[src/rtl/reaction_timer_multi.sv]
// rtl/reaction_timer_multi.sv - multi-player reaction timer: countdown, random wait, per-player timing, winner and best time
module reaction_timer_multi #(
  parameter int CLK_HZ       = 100_000_000,
  parameter int NUM_PLAYERS  = 2,
  parameter int MIN_DELAY_MS = 1000,
  parameter int RAND_BITS    = 12,
  parameter int TIMEOUT_MS   = 9999,
  parameter int HOLD_S       = 10
) (
  input  logic                      clk,
  input  logic                      reset,
  input  logic                      start,
  input  logic [NUM_PLAYERS-1:0]    stop,
  input  logic                      random_en,
  output logic                      stimulus,
  output logic [2:0]                state_o,
  output logic [1:0]                countdown,
  output logic [NUM_PLAYERS*14-1:0] result_ms,
  output logic [NUM_PLAYERS-1:0]    fail,
  output logic                      result_valid,
  output logic [2:0]                winner,
  output logic [13:0]               best_ms,
  output logic                      new_best
);

  localparam int          TICK_DIV   = CLK_HZ / 1000;
  localparam int          PW         = (TICK_DIV > 1) ? $clog2(TICK_DIV) : 1;
  localparam logic [13:0] TIMEOUT14  = 14'(TIMEOUT_MS);
  localparam logic [31:0] TIMEOUT_W  = 32'(TIMEOUT_MS);
  localparam logic [31:0] HOLD_TICKS = 32'(HOLD_S * 1000);
  localparam logic [31:0] MIN_W      = 32'(MIN_DELAY_MS);

  typedef enum logic [2:0] {
    S_IDLE      = 3'd0,
    S_COUNTDOWN = 3'd1,
    S_WAIT      = 3'd2,
    S_ARMED     = 3'd3,
    S_RESULT    = 3'd4
  } state_t;

  state_t                     state_q, state_d;
  logic [PW-1:0]              presc_q, presc_d;
  logic [31:0]                ms_q, ms_d;
  logic [31:0]                delay_q, delay_d;
  logic [1:0]                 cd_q, cd_d;
  logic [15:0]                lfsr_q, lfsr_d;
  logic [NUM_PLAYERS*14-1:0]  res_q, res_d;
  logic [NUM_PLAYERS-1:0]     fail_q, fail_d;
  logic [NUM_PLAYERS-1:0]     done_q, done_d;
  logic [2:0]                 winner_q, winner_d;
  logic [13:0]                best_q, best_d;
  logic                       new_best_q, new_best_d;
  logic                       start_q;
  logic [NUM_PLAYERS-1:0]     stop_q;

  logic                       ms_tick, start_rise;
  logic [NUM_PLAYERS-1:0]     stop_rise;
  logic                       win_found;
  logic [2:0]                 win_idx;
  logic [13:0]                win_ms;

  assign ms_tick    = (presc_q == PW'(TICK_DIV - 1));
  assign start_rise = start & ~start_q;
  assign stop_rise  = stop & ~stop_q;

  always_comb begin
    state_d    = state_q;
    presc_d    = ms_tick ? '0 : presc_q + 1'b1;
    ms_d       = ms_q;
    delay_d    = delay_q;
    cd_d       = cd_q;
    res_d      = res_q;
    fail_d     = fail_q;
    done_d     = done_q;
    winner_d   = winner_q;
    best_d     = best_q;
    new_best_d = new_best_q;
    lfsr_d     = {lfsr_q[14:0], lfsr_q[15] ^ lfsr_q[13] ^ lfsr_q[12] ^ lfsr_q[10]};
    win_found  = 1'b0;
    win_idx    = 3'd7;
    win_ms     = '1;

    case (state_q)
      S_IDLE: begin
        if (start_rise) begin
          state_d  = S_COUNTDOWN;
          presc_d  = '0;
          ms_d     = '0;
          cd_d     = 2'd3;
          res_d    = '0;
          fail_d   = '0;
          done_d   = '0;
          winner_d = '0;
        end
      end
      S_COUNTDOWN, S_WAIT: begin
        // done marks a player whose round is over, whether by false start or by a latched time
        for (int i = 0; i < NUM_PLAYERS; i++) begin
          if (stop_rise[i] && !done_q[i]) begin
            fail_d[i]        = 1'b1;
            done_d[i]        = 1'b1;
            res_d[i*14 +: 14] = TIMEOUT14;
          end
        end
        if (&done_d) begin
          state_d = S_RESULT;
        end else if (ms_tick) begin
          if (state_q == S_COUNTDOWN) begin
            if (ms_q == 32'd999) begin
              ms_d = '0;
              if (cd_q == 2'd1) begin
                state_d = S_WAIT;
                cd_d    = 2'd0;
                delay_d = MIN_W + (random_en ? 32'(lfsr_q[RAND_BITS-1:0]) : 32'd0);
              end else begin
                cd_d = cd_q - 2'd1;
              end
            end else begin
              ms_d = ms_q + 32'd1;
            end
          end else if (ms_q + 32'd1 >= delay_q) begin
            state_d = S_ARMED;
            presc_d = '0;
            ms_d    = '0;
          end else begin
            ms_d = ms_q + 32'd1;
          end
        end
      end
      S_ARMED: begin
        for (int i = 0; i < NUM_PLAYERS; i++) begin
          if (stop_rise[i] && !done_q[i]) begin
            res_d[i*14 +: 14] = ms_q[13:0];
            done_d[i]         = 1'b1;
          end
        end
        if (ms_tick && ms_q < TIMEOUT_W) ms_d = ms_q + 32'd1;
        if (&done_d) begin
          state_d = S_RESULT;
        end else if (ms_q >= TIMEOUT_W) begin
          state_d = S_RESULT;
          for (int i = 0; i < NUM_PLAYERS; i++) begin
            if (!done_d[i]) begin
              fail_d[i]         = 1'b1;
              done_d[i]         = 1'b1;
              res_d[i*14 +: 14] = TIMEOUT14;
            end
          end
        end
      end
      S_RESULT: begin
        if (start_rise) begin
          state_d = S_IDLE;
        end else if (ms_tick) begin
          if (ms_q + 32'd1 >= HOLD_TICKS) state_d = S_IDLE;
          else                            ms_d    = ms_q + 32'd1;
        end
        if (state_d == S_IDLE) new_best_d = 1'b0;
      end
      default: state_d = S_IDLE;
    endcase

    // winner and best time are decided once, from the final per-player results
    if (state_d == S_RESULT && state_q != S_RESULT) begin
      ms_d = '0;
      for (int i = 0; i < NUM_PLAYERS; i++) begin
        if (!fail_d[i] && (!win_found || res_d[i*14 +: 14] < win_ms)) begin
          win_found = 1'b1;
          win_idx   = 3'(i);
          win_ms    = res_d[i*14 +: 14];
        end
      end
      winner_d = win_idx;
      if (win_found && win_ms < best_q) begin
        best_d     = win_ms;
        new_best_d = 1'b1;
      end
    end
  end

  always_ff @(posedge clk) begin
    if (reset) begin
      state_q    <= S_IDLE;
      presc_q    <= '0;
      ms_q       <= '0;
      delay_q    <= '0;
      cd_q       <= '0;
      lfsr_q     <= 16'hACE1;
      res_q      <= '0;
      fail_q     <= '0;
      done_q     <= '0;
      winner_q   <= '0;
      best_q     <= 14'h3FFF;
      new_best_q <= 1'b0;
      start_q    <= 1'b0;
      stop_q     <= '0;
    end else begin
      state_q    <= state_d;
      presc_q    <= presc_d;
      ms_q       <= ms_d;
      delay_q    <= delay_d;
      cd_q       <= cd_d;
      lfsr_q     <= lfsr_d;
      res_q      <= res_d;
      fail_q     <= fail_d;
      done_q     <= done_d;
      winner_q   <= winner_d;
      best_q     <= best_d;
      new_best_q <= new_best_d;
      start_q    <= start;
      stop_q     <= stop;
    end
  end

  assign stimulus     = (state_q == S_ARMED);
  assign state_o      = 3'(state_q);
  assign countdown    = (state_q == S_COUNTDOWN) ? cd_q : 2'd0;
  assign result_ms    = res_q;
  assign fail         = fail_q;
  assign result_valid = (state_q == S_RESULT);
  assign winner       = winner_q;
  assign best_ms      = best_q;
  assign new_best     = new_best_q;

endmodule
[config.mk]
export PLATFORM = sky130hd
export DESIGN_NAME = reaction_timer_multi
export DESIGN_NICKNAME = d
export VERILOG_FILES = /design/src/rtl/reaction_timer_multi.sv
export SDC_FILE = /design/constraint.sdc
export NUM_CORES = 1
export LEC_CHECK = 0
export ABC_AREA = 1
export CAP_MARGIN = 10
export CORE_MARGIN = 2
export CORE_UTILIZATION = 25
export CTS_CLUSTER_DIAMETER = 60
export DETAILED_ROUTE_END_ITERATION = 8
export RECOVER_POWER = 25
export REMOVE_ABC_BUFFERS = 1
export SKIP_LAST_GASP = 1
export SYNTH_ARGS = -nofsm -noshare
export SYNTH_HDL_FRONTEND = slang
export SYNTH_SLANG_ARGS = --single-unit
[constraint.sdc]
create_clock -name clk -period 5.45 [get_ports clk]
set_clock_uncertainty 0.05 [all_clocks]
set_input_delay 0.8175 -clock clk [delete_from_list [all_inputs] [get_ports clk]]
set_output_delay 0.8175 -clock clk [all_outputs]
set_load 0.02 [all_outputs]
Word level (Yosys, flattened, before mapping)
Index checks and enable logic that the tools add are counted.

storage, ports and cells
  register bits = 155
  logic and storage cells = 164

cells by class
  $add $sub $neg = 4
  order comparisons = 6
  equal/unequal tests = 18
  muxes and demuxes = 86
  bitwise gates (word level) = 8
  reduce and logical (&&, ||, !) cells = 28

operator list
  cell                      count
  $mux W32                  10
  $mux W14                  10
  $pmux W32 S4              1
  $mux W17                  6
  $mux W28                  3
  $pmux W28 S3              1
  $ge A32 B14 Y1 const B    2
  $mux W3                   18
  $pmux W17 S2              1
  $add A32 B1 Y32 const B   1
  $eq A32 B10 Y1 const B    1
  $ge A32 B32 Y1            1
  $lt A32 B14 Y1 const B    1
  $lt A14 B14 Y1            2
  $mux W2                   13
  $mux W1                   18
  $add A17 B1 Y17 const B   1
  $eq A17 B17 Y1 const B    1
  $ne A2 B2 Y1 const B      7
  $add A10 B12 Y13 const A  1
  $mux W12                  1
  $pmux W2 S3               2
  $pmux W3 S4               1
  $reduce_and A6 Y1         2
  23 further kinds          45

Logic depth before layout (Yosys ltp)
Gate-level depths: netlist of run 1.

  depth in word-level cells = 20
  gate-level depth with buffers = 36
  depth with buffers taken out = 33

Least setup slack after synthesis of run 1
OpenSTA, ideal clock, no wires.

  kind = input -> register
  start point = input port start
  end point = register best_q[10] (netlist: best_ms[10])
  setup time = 0.064 ns
  data arrival time = 5.093 ns
  required time = 5.336 ns
  path slack = 0.243 ns
  cell stages on the path = 32
  path buffers = 3
  cells stage by stage = inv_1 -> nor2_1 -> inv_1 -> nand2_1 -> nand2_1 -> nor2_1 -> a21oi_1 -> inv_1 -> nand2_2 -> buf_1 -> nor2_1 -> ha_1 -> a21oi_1 -> nor2_1 -> a211oi_1 -> o221a_2 -> nand2_1 -> nand2_1 -> nand2_1 -> inv_1 -> buf_2 -> nand2_1 -> o21ai_0 -> ha_1 -> a21oi_1 -> nor2_1 -> a211oi_1 -> o221ai_1 -> nor3_1 -> clkbuf_1 -> nand3_1 -> nand3_1

between the ends
  cells in the longest elaborated chain, start to end = 13
  elaborated cells between the ends (all ways) = 27

ends and longest elaborated chain
  what                                                RTL line  source
  start: declaration                                  12        input logic start,
  $and A1 B1 Y1 (*)                                   63        assign start_rise = start & ~start_q;
  $mux W28 or $mux W2 (tied branches)                 85        if (start_rise) begin
  $pmux W28 S3 or $pmux W2 S3 (tied branches)         83        case (state_q)
  $mux W14 or $mux W1 (tied branches)                 167       if (!fail_d[i] && (!win_found || res_d[i*14 +: 14] < win_ms)) begin
  $mux W14 or $mux W1 (tied branches)                 164       if (state_d == S_RESULT && state_q != S_RESULT) begin
  $lt A14 B14 Y1 or $logic_not A1 Y1 (tied branches)  167
  $logic_or A1 B1 Y1                                  167
  $logic_and A1 B1 Y1                                 167
  $mux W14                                            167
  $mux W14                                            164
  $lt A14 B14 Y1                                      174       if (win_found && win_ms < best_q) begin
  $logic_and A1 B1 Y1                                 174
  $reduce_and A2 Y1 (no line)                         --
  end signal: assignment                              208       best_q <= best_d;
  end: declaration                                    51        logic [13:0] best_q, best_d;

Mark *: on every way between the ends. The rest lies on a longest branch, timed or not. The select of a mux whose other input is x is not followed.
A chain may end at the register's enable or synchronous reset.

Worst setup path in the final report of run 1
  start point = input port start
  end point = register best_q[1] (netlist: best_ms[1])

Same word-level chain as after synthesis.

==> results of run 1 <==
[worst min-delay path by stage]
stage / start / to / slack, ns / cells past startpoint
CTS: lfsr_q[14]$_SDFF_PP0_ / lfsr_q[15]$_SDFF_PP1_ / 0.36 / 1
finish: lfsr_q[14]$_SDFF_PP0_ / lfsr_q[15]$_SDFF_PP1_ / 0.36 / 1
floorplan: lfsr_q[14]$_SDFF_PP0_ / lfsr_q[15]$_SDFF_PP1_ / 0.34 / 1
global placement: lfsr_q[14]$_SDFF_PP0_ / lfsr_q[15]$_SDFF_PP1_ / 0.34 / 1
detailed placement: lfsr_q[14]$_SDFF_PP0_ / lfsr_q[15]$_SDFF_PP1_ / 0.35 / 1
global route: lfsr_q[14]$_SDFF_PP0_ / lfsr_q[15]$_SDFF_PP1_ / 0.37 / 1
[power by group through the flow]
stage	clock, mW	sequential, mW	combinational (mW)
after global placement	0	1.05	0.348
final	1.14	1.03	0.356
after detailed placement	0	1.05	0.353
after global routing	1.21	1.03	0.399
after CTS	1.16	1.03	0.355
after floorplan	0	1.06	0.199
[worst register-to-register path: cells and delay by family (launching register included)]
family                     cells  cell delay [ns]
and+or+nand+nor               15             1.44
DFF                            1             0.43
adders and majority gates      2             0.59
AOI/OAI and AO/OA              7             1.23
buffers and inverters          6             0.97
[logic make-up (layout without fill, tap and decap cells)]
family          count (synthesis)  in the layout  share of synthesized area
compound gates                185            185                     0.1293
buf+inv                       222            308                     0.1079
simple gates                  608            608                     0.3328
flops                         135            135                     0.3228
xor+xnor                       41             41                    0.04289
fa+ha+maj                      43             43                    0.06427
[per-layer routing]
layer  track usage  part of all wire  vias up  wire [um]
li1              -                 -     4165          -
met5             0                 0        -          0
met2        0.2230              0.47      173      10730
met1        0.1658              0.47     3596      10620
met3       0.02326             0.043       22        970
met4       0.03938             0.013        0        297
[cell usage after synthesis, drive strengths merged, types with 3 or more instances]
| cell | number | area, um^2 |
|---|---|---|
| dfxtp | 135 | 2703 |
| inv | 168 | 630.6 |
| nor2 | 139 | 544.3 |
| nor3b | 5 | 37.54 |
| ha | 43 | 538.0 |
| nor4 | 6 | 67.56 |
| nor3 | 30 | 166.4 |
| clkinv | 3 | 12.51 |
| nand3b | 15 | 112.6 |
| o21ai | 64 | 320.3 |
| xnor2 | 12 | 105.1 |
| nand3 | 89 | 523.0 |
| o211ai | 19 | 142.6 |
| buf | 20 | 143.9 |
| clkbuf | 31 | 116.4 |
| a21oi | 74 | 396.6 |
| or2 | 9 | 56.30 |
| nand4 | 23 | 143.9 |
| a211oi | 10 | 75.07 |
| nand2 | 291 | 1127 |
| xor2 | 29 | 254.0 |
[cell type report]
cell class | count | area (um^2) | share of cell area
Timing Repair Buffer | 107 | 952.2 | 0.09315
Multi-Input combinational cell | 877 | 4786 | 0.4682
Clock inverter | 13 | 147.6 | 0.01444
Sequential cell | 135 | 2704 | 0.2645
Inverter | 171 | 646.9 | 0.06328
Clock buffer | 17 | 425.4 | 0.04162
Tap cell | 448 | 560.5 | 0.05483
[sequential cells by signal, summed over array words and instances, names as in the netlist]
| signal | cells |
|---|---|
| fail | 2 |
| best_ms | 14 |
| lfsr_q | 16 |
| new_best | 1 |
| state_o | 3 |
| done_q | 2 |
| stop_q | 2 |
| cd_q | 2 |
| winner | 2 |
| presc_q | 17 |
| delay_q | 13 |
| result_ms | 28 |
| start_q | 1 |
| ms_q | 32 |
[what timing repair did]
| item | in CTS | in global routing |
|---|---|---|
| endpoints found under the setup margin | 0 | 15 |
| resized for setup | 0 | 9 |
| buffers inserted | 0 | 4 |
==> metrics.cfg, run 1 <==
[worst_setup_path]
r2r_start=state_o[0]$_SDFF_PP0_
worstSetupStartpointType=input pin
critical_path_buf_inv_count=7
timing.rr.end=best_ms[1]$_SDFFE_PP1P_
crit_path_frequent_cell=nand2_1
cp-startpoint=start
cp.arrival_ns=5.12
cp.required_ns=5.70
crit_path_end=best_ms[1]$_SDFFE_PP1P_
critPathTopFamily=simple AND/OR/NAND/NOR gates
cpMaxStageDelayCell=clkdlybuf4s50_1
max_stage_delay_ns=0.45
cp.depth=33
critPathCaptureType=register
r2r_slack_ns=0.59
cp_max_fo=15
worst_r2r_path_depth=30
setup.worst_path.class=input pin to register

[synth]
synth_ff_type=dfxtp_1
seq_area_frac_synth=0.3228
async_flop_share=0
mappedNetlistArea_mm2=0.008372
synthCells=1234
synth_seq_cells=135
avgSynthCellArea_um2=6.784
ys_types=50
synth_warnings=0
synth-edff-count=0

[route]
drc=0
vias_per_cell=4.500
first_pass_iters=5
routedWlPerCell_um=12.79
route.antenna.remaining_nets=0
routed_wl_mm=22.62
vias=7956
drt_iter0_markers=562

[clock_tree]
clockRootBuffer=clkbuf_16
clockBufferDepth=2
cts.htree.levels=4
clkTransAtPathRegs_ns=0.06
cts.sinks=135
hold_buffers=0
cts_buffers=17
clock_latency_ns=0.43
cts_tree=yes

[timing]
whs_ns=0.3608
final_hold_viol_count=0
rsz0062_at_grt=false
drv_slew=54
clock.fmax_ghz=0.2050
period_needed_ns=4.878
finalSetupViolCount=0
tns_ns=0
tightest_slew_ns=2.537
fin_crit_sh=0.8950
fin_ws_ns=0.5724
max_slew_margin=-0.6911

[place]
dpl_cell_area_mm2=0.009605
io_buffer_count=60
dp_slack_ns=-0.08084
dpl.hpwl_mm=17.03
place_inst=1734
routabilityCongestion=0.8527

[pwr]
total_power_mw=2.523
switchingPower_mw=0.7101
p_sw_frac=0.2815
clkPwrFrac=0.452
leakage_nw=4.372
p_per_area_mw_per_mm2=246.8
p_comb_frac=0.141
ir_drop_v=0.0001521
p_int_mw=1.812
seqPwrFrac=0.407

[global_routing]
antenna_found_initial=0
grtUsageTotal=0.1300
grt_pass1_vias=7394
grt-ovfl-total=0
grt_pass1_wl_mm=37.32
grt_max_degree=54

[floorplan]
core_area_mm2=0.03328
io_pins=61
start_util=0.2516
die_area_mm2=0.03497
die_h_um=187.0
die_w_um=187.0
floorplan.rows=67

[cells_and_area]
diodes=0
area_growth_pct=22.10
final_cell_mix=280 x nand2_1, 165 x inv_1, 134 x dfxtp_1
drive_above_1_share=0.1030
nets=1358
final_area_mm2=0.01022
layout.cells.non_filler=1768
final_common_cell=nand2_1
fillCellCount=3576
utilization=0.3072

[run_status]
violations=capacitance limit, slew limit
status=finished, violations left

[flow_run]
cap_violations=1

[worst_hold_path]
hold_path_class=register to register

(Power assumes the default switching activity.)
==> run 2: changes to the inputs <==
Settings changed: CORE_UTILIZATION 25 to 54, PLACE_DENSITY from default to 0.77, SETUP_SLACK_MARGIN from default to 0.5.
==> metrics.cfg, run 2 (synthesis results as in run 1) <==
[worst_hold_path]
hold_path_class=register to register  ; unchanged

[route]
first_pass_iters=7  ; was 5
vias_per_cell=5.388  ; was 4.500
drt_iter0_markers=585  ; was 562
vias=8179  ; was 7956
drc=0  ; unchanged
routedWlPerCell_um=13.76  ; was 12.79 um
routed_wl_mm=20.89  ; was 22.62 mm
route.antenna.remaining_nets=0  ; unchanged

[global_routing]
grt_pass1_vias=7351  ; was 7394
grt-ovfl-total=0  ; unchanged
grt_pass1_wl_mm=33.93  ; was 37.32 mm
grtUsageTotal=0.2532  ; was 0.1300
antenna_found_initial=0  ; unchanged
grt_max_degree=55  ; was 54

[flow_run]
cap_violations=1  ; unchanged

[floorplan]
die_h_um=128.5  ; was 187.0 um
core_area_mm2=0.01520  ; was 0.03328 mm^2
floorplan.rows=45  ; was 67
die_w_um=128.5  ; was 187.0 um
start_util=0.5507  ; was 0.2516
die_area_mm2=0.01651  ; was 0.03497 mm^2
io_pins=61  ; unchanged

[timing]
tightest_slew_ns=2.574  ; was 2.537 ns
max_slew_margin=-0.7159  ; was -0.6911
fin_crit_sh=0.8920  ; was 0.8950
clock.fmax_ghz=0.2057  ; was 0.2050 GHz
finalSetupViolCount=0  ; unchanged
period_needed_ns=4.861  ; was 4.878 ns
final_hold_viol_count=0  ; unchanged
rsz0062_at_grt=false  ; unchanged
drv_slew=55  ; was 54
fin_ws_ns=0.5886  ; was 0.5724 ns

[worst_setup_path]
critPathTopFamily=buffers and inverters  ; was simple AND/OR/NAND/NOR gates
setup.worst_path.class=input pin to register  ; unchanged
worstSetupStartpointType=input pin  ; unchanged
crit_path_frequent_cell=nand2_1  ; unchanged
cpMaxStageDelayCell=clkdlybuf4s50_1  ; unchanged
max_stage_delay_ns=0.45  ; about the same
cp.required_ns=5.76  ; was 5.70 ns
cp_max_fo=14  ; was 15
cp.arrival_ns=5.17  ; was 5.12 ns
critPathCaptureType=register  ; unchanged
critical_path_buf_inv_count=9  ; was 7

[place]
io_buffer_count=60  ; unchanged
dpl.hpwl_mm=14.71  ; was 17.03 mm
routabilityCongestion=0.9177  ; was 0.8527
dp_slack_ns=-0.03380  ; was -0.08084 ns
dpl_cell_area_mm2=0.009213  ; was 0.009605 mm^2

[clock_tree]
clock_latency_ns=0.43  ; about the same
clockBufferDepth=2  ; unchanged
cts_tree=yes  ; unchanged
cts.htree.levels=4  ; unchanged
clkTransAtPathRegs_ns=0.06  ; about the same
cts_buffers=17  ; unchanged
cts.sinks=135  ; unchanged
clockRootBuffer=clkbuf_16  ; unchanged

[pwr]
switchingPower_mw=0.7151  ; was 0.7101 mW
p_int_mw=1.909  ; was 1.812 mW
clkPwrFrac=0.452  ; about the same
leakage_nw=4.471  ; was 4.372 nW
p_comb_frac=0.157  ; was 0.141
p_sw_frac=0.2725  ; was 0.2815
seqPwrFrac=0.391  ; was 0.407
p_per_area_mw_per_mm2=255.4  ; was 246.8 mW/mm^2
ir_drop_v=0.0002030  ; was 0.0001521 V

[cells_and_area]
largest_reg_flops=32  ; unchanged
regMostFlops=ms_q  ; unchanged
area_growth_pct=22.70  ; was 22.10%
diodes=0  ; unchanged
final_area_mm2=0.01027  ; was 0.01022 mm^2
nets=1367  ; was 1358
final_common_cell=nand2_1  ; unchanged
final_cell_mix=272 x nand2_1, 163 x inv_1, 132 x dfxtp_1  ; was 280 x nand2_1, 165 x inv_1, 134 x dfxtp_1
drive_above_1_share=0.1481  ; was 0.1030

[run_status]
violations=capacitance limit, slew limit  ; unchanged
status=finished, violations left  ; unchanged

## run 2: cell count changes in the layout (fill, tap and decap cells not counted), moves of 7 or more
cell / before / now
nor2_1: 131 / 115
o21ai_0: 62 / 46
nor2_2: 6 / 20
o21ai_2: 0 / 9
nand2_1: 280 / 272
o21ai_1: 2 / 9
## run 2: path summary, 6_finish.rpt
path | startpoint | to | slack, ns | cells after the start
setup reg to reg | ms_q[14]$_SDFFE_PP0P_ | best_ms[0]$_SDFFE_PP1P_ | 0.59 | 32
setup / recovery | stop[0] | best_ms[0]$_SDFFE_PP1P_ | 0.59 | 31
hold / removal | lfsr_q[14]$_SDFF_PP0_ | lfsr_q[15]$_SDFF_PP1_ | 0.36 | 1
hold reg to reg | lfsr_q[14]$_SDFF_PP0_ | lfsr_q[15]$_SDFF_PP1_ | 0.36 | 1
## run 2: timing repair
action,4_1_cts,5_1_grt
pin swaps,2,22
resized for setup,7,88
buffers inserted,1,19
gates cloned,1,1
endpoints found under the setup margin,15,15
hold buffers,0,0
## run 2: layer usage
metal / up-vias / wire [um] / part of all wire / track usage
li1: 4200 / - / - / -
met1: 3681 / 9310 / 0.45 / 0.3156
met2: 250 / 9922 / 0.48 / 0.4283
met3: 48 / 954 / 0.046 / 0.04366
met4: 0 / 701 / 0.034 / 0.1176
met5: - / 0 / 0 / 0
## run 2: power by group through the flow
stage	combinational (mW)	sequential [mW]	clock (mW)
after floorplan	0.199	1.06	0
after global placement	0.326	1.05	0
after detailed placement	0.333	1.05	0
after CTS	0.338	1.03	1.20
after global routing	0.449	1.03	1.24
final	0.412	1.03	1.19
## run 2: final cells by class
type	count	area, um^2
fill	1250	4930
timing repair buffer	114	1037
inverter	171	653.1
tap	188	235.2
sequential	135	2709
clock buffer	21	460.4
multi-input combinational	878	5025
clock inverter	10	145.1
timing repair inverter	1	7.507
## run 2: metrics by stage
stage               TNS, ns  power (mW)  utilization  instances  hold WS, ns
CTS                       0       2.566       0.6480       1498       0.3653
global route              0       2.723       0.6757       1518       0.3820
detailed placement  -0.2572       1.381       0.6060       1465       0.3494
global placement          0       1.374       0.6060       1465       0.3419
finish                    0       2.624       0.6757       1518       0.3646
floorplan            -11.86       1.256            -       1183       0.3395
